<file path="src/rtl/pacoblaze_io_pkg.sv">
// rtl/pacoblaze_io_pkg.sv - address map and shared helpers for the pacoblaze3 I/O and interrupt controller
package pacoblaze_io_pkg;

  localparam int MAX_PORTS = 8;

  localparam logic [7:0] IN_BASE          = 8'h00;
  localparam logic [7:0] OUT_BASE         = 8'h80;
  localparam logic [7:0] IRQ_PENDING_ADDR = 8'hF0;
  localparam logic [7:0] IRQ_MASK_ADDR    = 8'hF1;
  localparam logic [7:0] IRQ_MODE_ADDR    = 8'hF2;
  localparam logic [7:0] IRQ_ACTIVE_ADDR  = 8'hF3;

  function automatic logic [7:0] port_addr(input logic [7:0] base, input int k);
    return base + k[7:0];
  endfunction

endpackage

</file>
<file path="src/rtl/irq_cond_bit.sv">
// rtl/irq_cond_bit.sv - synchroniser, edge detect and pending flop for one interrupt source
module irq_cond_bit (
  input  logic clk,
  input  logic reset,
  input  logic src_i,
  input  logic edge_mode_i,
  input  logic clr_i,
  output logic pending_o
);

  logic s1_q, s2_q, s3_q;
  logic pending_q, pending_d;

  // s3 always follows s2, so a level->edge switch sees no artificial rise
  always_comb begin
    pending_d = pending_q;
    if (!edge_mode_i) begin
      pending_d = s2_q;
    end else if (s2_q && !s3_q) begin
      pending_d = 1'b1;
    end else if (clr_i) begin
      pending_d = 1'b0;
    end
  end

  always_ff @(posedge clk) begin
    if (reset) begin
      s1_q      <= 1'b0;
      s2_q      <= 1'b0;
      s3_q      <= 1'b0;
      pending_q <= 1'b0;
    end else begin
      s1_q      <= src_i;
      s2_q      <= s1_q;
      s3_q      <= s2_q;
      pending_q <= pending_d;
    end
  end

  assign pending_o = pending_q;

endmodule

</file>
<file path="src/rtl/pacoblaze_io_intc.sv">
// rtl/pacoblaze_io_intc.sv - port-mapped I/O registers and maskable interrupt controller for pacoblaze3
module pacoblaze_io_intc
  import pacoblaze_io_pkg::*;
#(
  parameter int         NUM_IN        = 1,
  parameter int         NUM_OUT       = 2,
  parameter int         NUM_IRQ       = 1,
  parameter logic [7:0] OUT_RESET_VAL = 8'h00
) (
  input  logic                 clk,
  input  logic                 reset,
  input  logic [7:0]           port_id,
  input  logic                 write_strobe,
  input  logic                 read_strobe,
  input  logic [7:0]           out_port,
  output logic [7:0]           in_port,
  input  logic [8*NUM_IN-1:0]  in_data,
  output logic [8*NUM_OUT-1:0] out_data,
  output logic [NUM_OUT-1:0]   out_wr,
  input  logic [NUM_IRQ-1:0]   irq_src,
  output logic                 interrupt,
  input  logic                 interrupt_ack
);

  logic [8*NUM_OUT-1:0] out_q, out_d;
  logic [NUM_OUT-1:0]   out_wr_q, out_wr_d;
  logic [7:0]           in_port_q, in_port_d;
  logic [NUM_IRQ-1:0]   mask_q, mask_d;
  logic [NUM_IRQ-1:0]   mode_q, mode_d;
  logic [NUM_IRQ-1:0]   pending;
  logic [NUM_IRQ-1:0]   clr;
  logic                 int_q, int_d;
  logic [7:0]           pending8, mask8, mode8;
  logic                 unused_read;

  assign unused_read = read_strobe;

  genvar gi;
  generate
    for (gi = 0; gi < NUM_IRQ; gi++) begin : g_irq
      irq_cond_bit u_cond (
        .clk         (clk),
        .reset       (reset),
        .src_i       (irq_src[gi]),
        .edge_mode_i (mode_q[gi]),
        .clr_i       (clr[gi]),
        .pending_o   (pending[gi])
      );
    end
  endgenerate

  // Unimplemented IRQ bits read back as zero
  always_comb begin
    pending8 = 8'h00;
    mask8    = 8'h00;
    mode8    = 8'h00;
    pending8[NUM_IRQ-1:0] = pending;
    mask8[NUM_IRQ-1:0]    = mask_q;
    mode8[NUM_IRQ-1:0]    = mode_q;
  end

  always_comb begin
    in_port_d = 8'h00;
    for (int k = 0; k < NUM_IN; k++) begin
      if (port_id == port_addr(IN_BASE, k)) in_port_d = in_data[8*k +: 8];
    end
    for (int k = 0; k < NUM_OUT; k++) begin
      if (port_id == port_addr(OUT_BASE, k)) in_port_d = out_q[8*k +: 8];
    end
    case (port_id)
      IRQ_PENDING_ADDR: in_port_d = pending8;
      IRQ_MASK_ADDR:    in_port_d = mask8;
      IRQ_MODE_ADDR:    in_port_d = mode8;
      IRQ_ACTIVE_ADDR:  in_port_d = pending8 & mask8;
      default: ;
    endcase
  end

  always_comb begin
    out_d    = out_q;
    out_wr_d = '0;
    mask_d   = mask_q;
    mode_d   = mode_q;
    clr      = '0;
    if (write_strobe) begin
      for (int k = 0; k < NUM_OUT; k++) begin
        if (port_id == port_addr(OUT_BASE, k)) begin
          out_d[8*k +: 8] = out_port;
          out_wr_d[k]     = 1'b1;
        end
      end
      case (port_id)
        IRQ_PENDING_ADDR: clr    = out_port[NUM_IRQ-1:0];
        IRQ_MASK_ADDR:    mask_d = out_port[NUM_IRQ-1:0];
        IRQ_MODE_ADDR:    mode_d = out_port[NUM_IRQ-1:0];
        default: ;
      endcase
    end
    int_d = interrupt_ack ? 1'b0 : |(pending & mask_q);
  end

  always_ff @(posedge clk) begin
    if (reset) begin
      out_q     <= {NUM_OUT{OUT_RESET_VAL}};
      out_wr_q  <= '0;
      in_port_q <= 8'h00;
      mask_q    <= '0;
      mode_q    <= '1;
      int_q     <= 1'b0;
    end else begin
      out_q     <= out_d;
      out_wr_q  <= out_wr_d;
      in_port_q <= in_port_d;
      mask_q    <= mask_d;
      mode_q    <= mode_d;
      int_q     <= int_d;
    end
  end

  assign out_data  = out_q;
  assign out_wr    = out_wr_q;
  assign in_port   = in_port_q;
  assign interrupt = int_q;

endmodule

</file>
<file path="config.mk">
export PLATFORM = sky130hd
export DESIGN_NAME = pacoblaze_io_intc
export DESIGN_NICKNAME = d
export VERILOG_FILES = /design/src/rtl/pacoblaze_io_pkg.sv /design/src/rtl/irq_cond_bit.sv /design/src/rtl/pacoblaze_io_intc.sv
export SDC_FILE = /design/constraint.sdc
export NUM_CORES = 1
export LEC_CHECK = 0
export ABC_AREA = 1
export BUFFER_PORTS_ARGS = -buffer_cell sky130_fd_sc_hd__buf_2
export CAP_MARGIN = 15
export CORE_AREA = 4 4 64 66
export DETAILED_ROUTE_END_ITERATION = 10
export DIE_AREA = 0 0 68 70
export HOLD_SLACK_MARGIN = 0.1
export PLACE_DENSITY = 0.77
export SYNTH_ARGS = -nofsm -noshare
export SYNTH_HDL_FRONTEND = slang
export SYNTH_HIERARCHICAL = 1
export SYNTH_SLANG_ARGS = --single-unit
</file>
<file path="constraint.sdc">
create_clock -name clk -period 0.9 [get_ports clk]
set_input_delay 0 -clock clk [delete_from_list [all_inputs] [get_ports clk]]
set_output_delay 0 -clock clk [all_outputs]
set_load 0.005 [all_outputs]
</file>
==> metrics <==
status finished clean; Largest delay share family, worst path flip-flops; Commonest cells post-synth nand2_1, nor2_1, dfxtp_1; Via density 4.53; Synth warnings 6; FF/Latch Area 662 um2; vias in the first global route 1,441; wirelength, routed 3830 um; Fill cells 342; CP Capture Type output port; crit path kind reg -> out; Worst-Margin Slew 0.361 ns; first-pass GRT wire length 6340 um; GRT Residual Overflow 0; sequential area share after synthesis 44.7%; setup violators final 0; # rows 22; clock buffer depth 2; Post-Synthesis Cell Area 1480 um2; grt met3 use 4.02%; initial antenna violation count 0; drt drc 0; I/O Buffers 55; final core area utilization 61.1%; IR drop worst, VDD 1.02 mV; clock slew seen by the registers of the worst setup and hold paths 0.10 ns; core area 3580 um2; setup ws final 0.0513 ns; share of the synthesized area in the top cell type 44.7%; number of synthesized register bits 33; TritonCTS clock tree built; EDFF count, synth 0; Critical Path Source out_data[6]$_SDFFE_PP0P_; top_reg_cell synth dfxtp_1; Rel. slew slack 75.9%; Initial Utilization 41.3%; GRT Util Overall 17.2%; Die Area 4760 um2; Mapped Cells 208; HPWL after detailed placement 2680 um; TNS Setup 0 ns; CTS sink count 33; Synth async-reset ratio 0%; global route hottest layer met2; Initial DRC Count 55; period utilisation layout 94.3%; largest net degree at the start of global routing 26; Worst Hold Class in -> reg; met1 usage 23.3%; GR Layer Usage met2 25.4%; Achievable Freq 1180 MHz; # diodes 0; Synth area leaders dfxtp_1, nand2_1, nor2_1; final hold vios 0; gpl congestion 0.770; Critical Path RT 0.90 ns; H-tree lvl count 2; Multi-input gate area 704 um2; num ports 57; post-synth cell types 19; CTS Buf Count 5; clk_skew 0.00549 ns; Die Wd 68 um; post-CTS setup buffers 0; Pins Over Slew Limit 0; Worst path max stage delay 0.39 ns; Crit path buffers/inverters 1; clock latency at the later pin of the worst-skew pair 0.33 ns; CTS root buffer clkbuf_4; worst path cell trace buf_2; share of cells above drive strength 1 31.5%; vias 1,569; post-route ant nets 0; Crit-path slowest cell dfxtp_1; Min-Delay Startpoint reset; dpl ws -0.137 ns; P&R area growth vs syn 47.8%; fin nets 327; CP arrival 0.85 ns; crit path time final 0.849 ns; Pwr Density 1330 nW/um2; drt wl/cell 11.1 um; drt pass-1 iters 4; RR Startpoint g_irq[0].u_cond/pending_o$_SDFFE_PP0P_; die height 70 um; startpoint types flop; cell taking the most area after synthesis dfxtp_1; Max Cap Viol 0; most common cell in the netlist nand2_1; unrepaired setup endpoints after global routing no; leakage 0.00122 uW; mean post-synth cell area 7.11 um2; post-synth net total 238; Crit Path Max Fanout 3
## sequential cells by signal, indices dropped and copies added (netlist names)
| register | flops |
|---|---|
| out_data | 16 |
| g_irq.u_cond/pending_o | 1 |
| out_wr | 2 |
| in_port | 8 |
| g_irq.u_cond/s2_q | 1 |
| mask_q | 1 |
| g_irq.u_cond/s1_q | 1 |
| g_irq.u_cond/s3_q | 1 |
| interrupt | 1 |
| mode_q | 1 |
## cell families after synthesis
group / Yosys count / share of synthesized area, %
buf+inv: 29 / 7.70
simple gates: 128 / 41.4
compound gates: 18 / 6.26
flops: 33 / 44.7
## cell type report
cell class,count,area share (%)
inverter,27,4.87
tap,48,2.75
clock buffer,7,2.52
timing repair buffer,84,26.0
sequential,33,30.3
clock inverter,1,1.37
multi-input combinational,146,32.2
## repair_timing
| action | CTS | global route |
|---|---|---|
| endpoints found under the hold margin | 32 | 6 |
| resized for setup | 0 | 1 |
| hold buffers | 19 | 1 |
| setup endpoints to repair | 0 | 1 |
## cells in the final DEF (no fill, tap or decap)
cell / instances
o21ai_1: 5
dfxtp_2: 1
buf_4: 7
nand2_1: 51
buf_2: 55
clkbuf_1: 1
o211ai_1: 1
o21ai_0: 10
nor2_8: 2
nand2_4: 2
buf_12: 2
inv_2: 6
dlygate4sd3_1: 20
clkbuf_4: 5
nor2_2: 3
nor2_4: 5
nand4_1: 2
nor2_1: 38
inv_1: 19
nand3_1: 22
dfxtp_1: 32
a21oi_1: 2
nor3_1: 1
bufinv_16: 1
clkbuf_8: 1
nand2_2: 2
inv_4: 2
## through the flow
step | hold slack [ns] | instances | total power, uW | area [um2]
floorplan | 0.0691 | 208 | 1600 | 1480
global placement | 0.161 | 318 | 1720 | 1900
detailed placement | 0.167 | 318 | 1730 | 1900
CTS | 0.0269 | 345 | 2930 | 2170
global route | 0.112 | 346 | 3040 | 2190
finish | 0.0645 | 346 | 2910 | 2190
## power breakdown
group | total (uW) | internal, uW | leakage, uW | switching [uW]
Sequential | 1470 | 1470 | 0.000267 | 4.88
Clock | 1150 | 663 | 0.0000455 | 487
Combinational | 287 | 151 | 0.000904 | 136
Total | 2910 | 2280 | 0.00122 | 628
## worst paths after layout
| kind | endpoint | slack (ns) | depth (start not counted) |
|---|---|---|---|
| worst min register to register | g_irq[0].u_cond/s2_q$_SDFF_PP0_ | 0.41 | 2 |
| worst min-delay path | mode_q$_SDFFE_PP1P_ | 0.06 | 3 |
| worst max register to register | in_port[0]$_SDFF_PP0_ | 0.07 | 6 |
| worst max-delay path | out_data[6] | 0.05 | 1 |
## metal layers
metal	vias to the layer above	wire length [um]
met5	-	0
met4	0	97
met3	9	231
met2	50	1810
met1	684	1690
li1	826	-
Power figures use the tool's default switching activity.
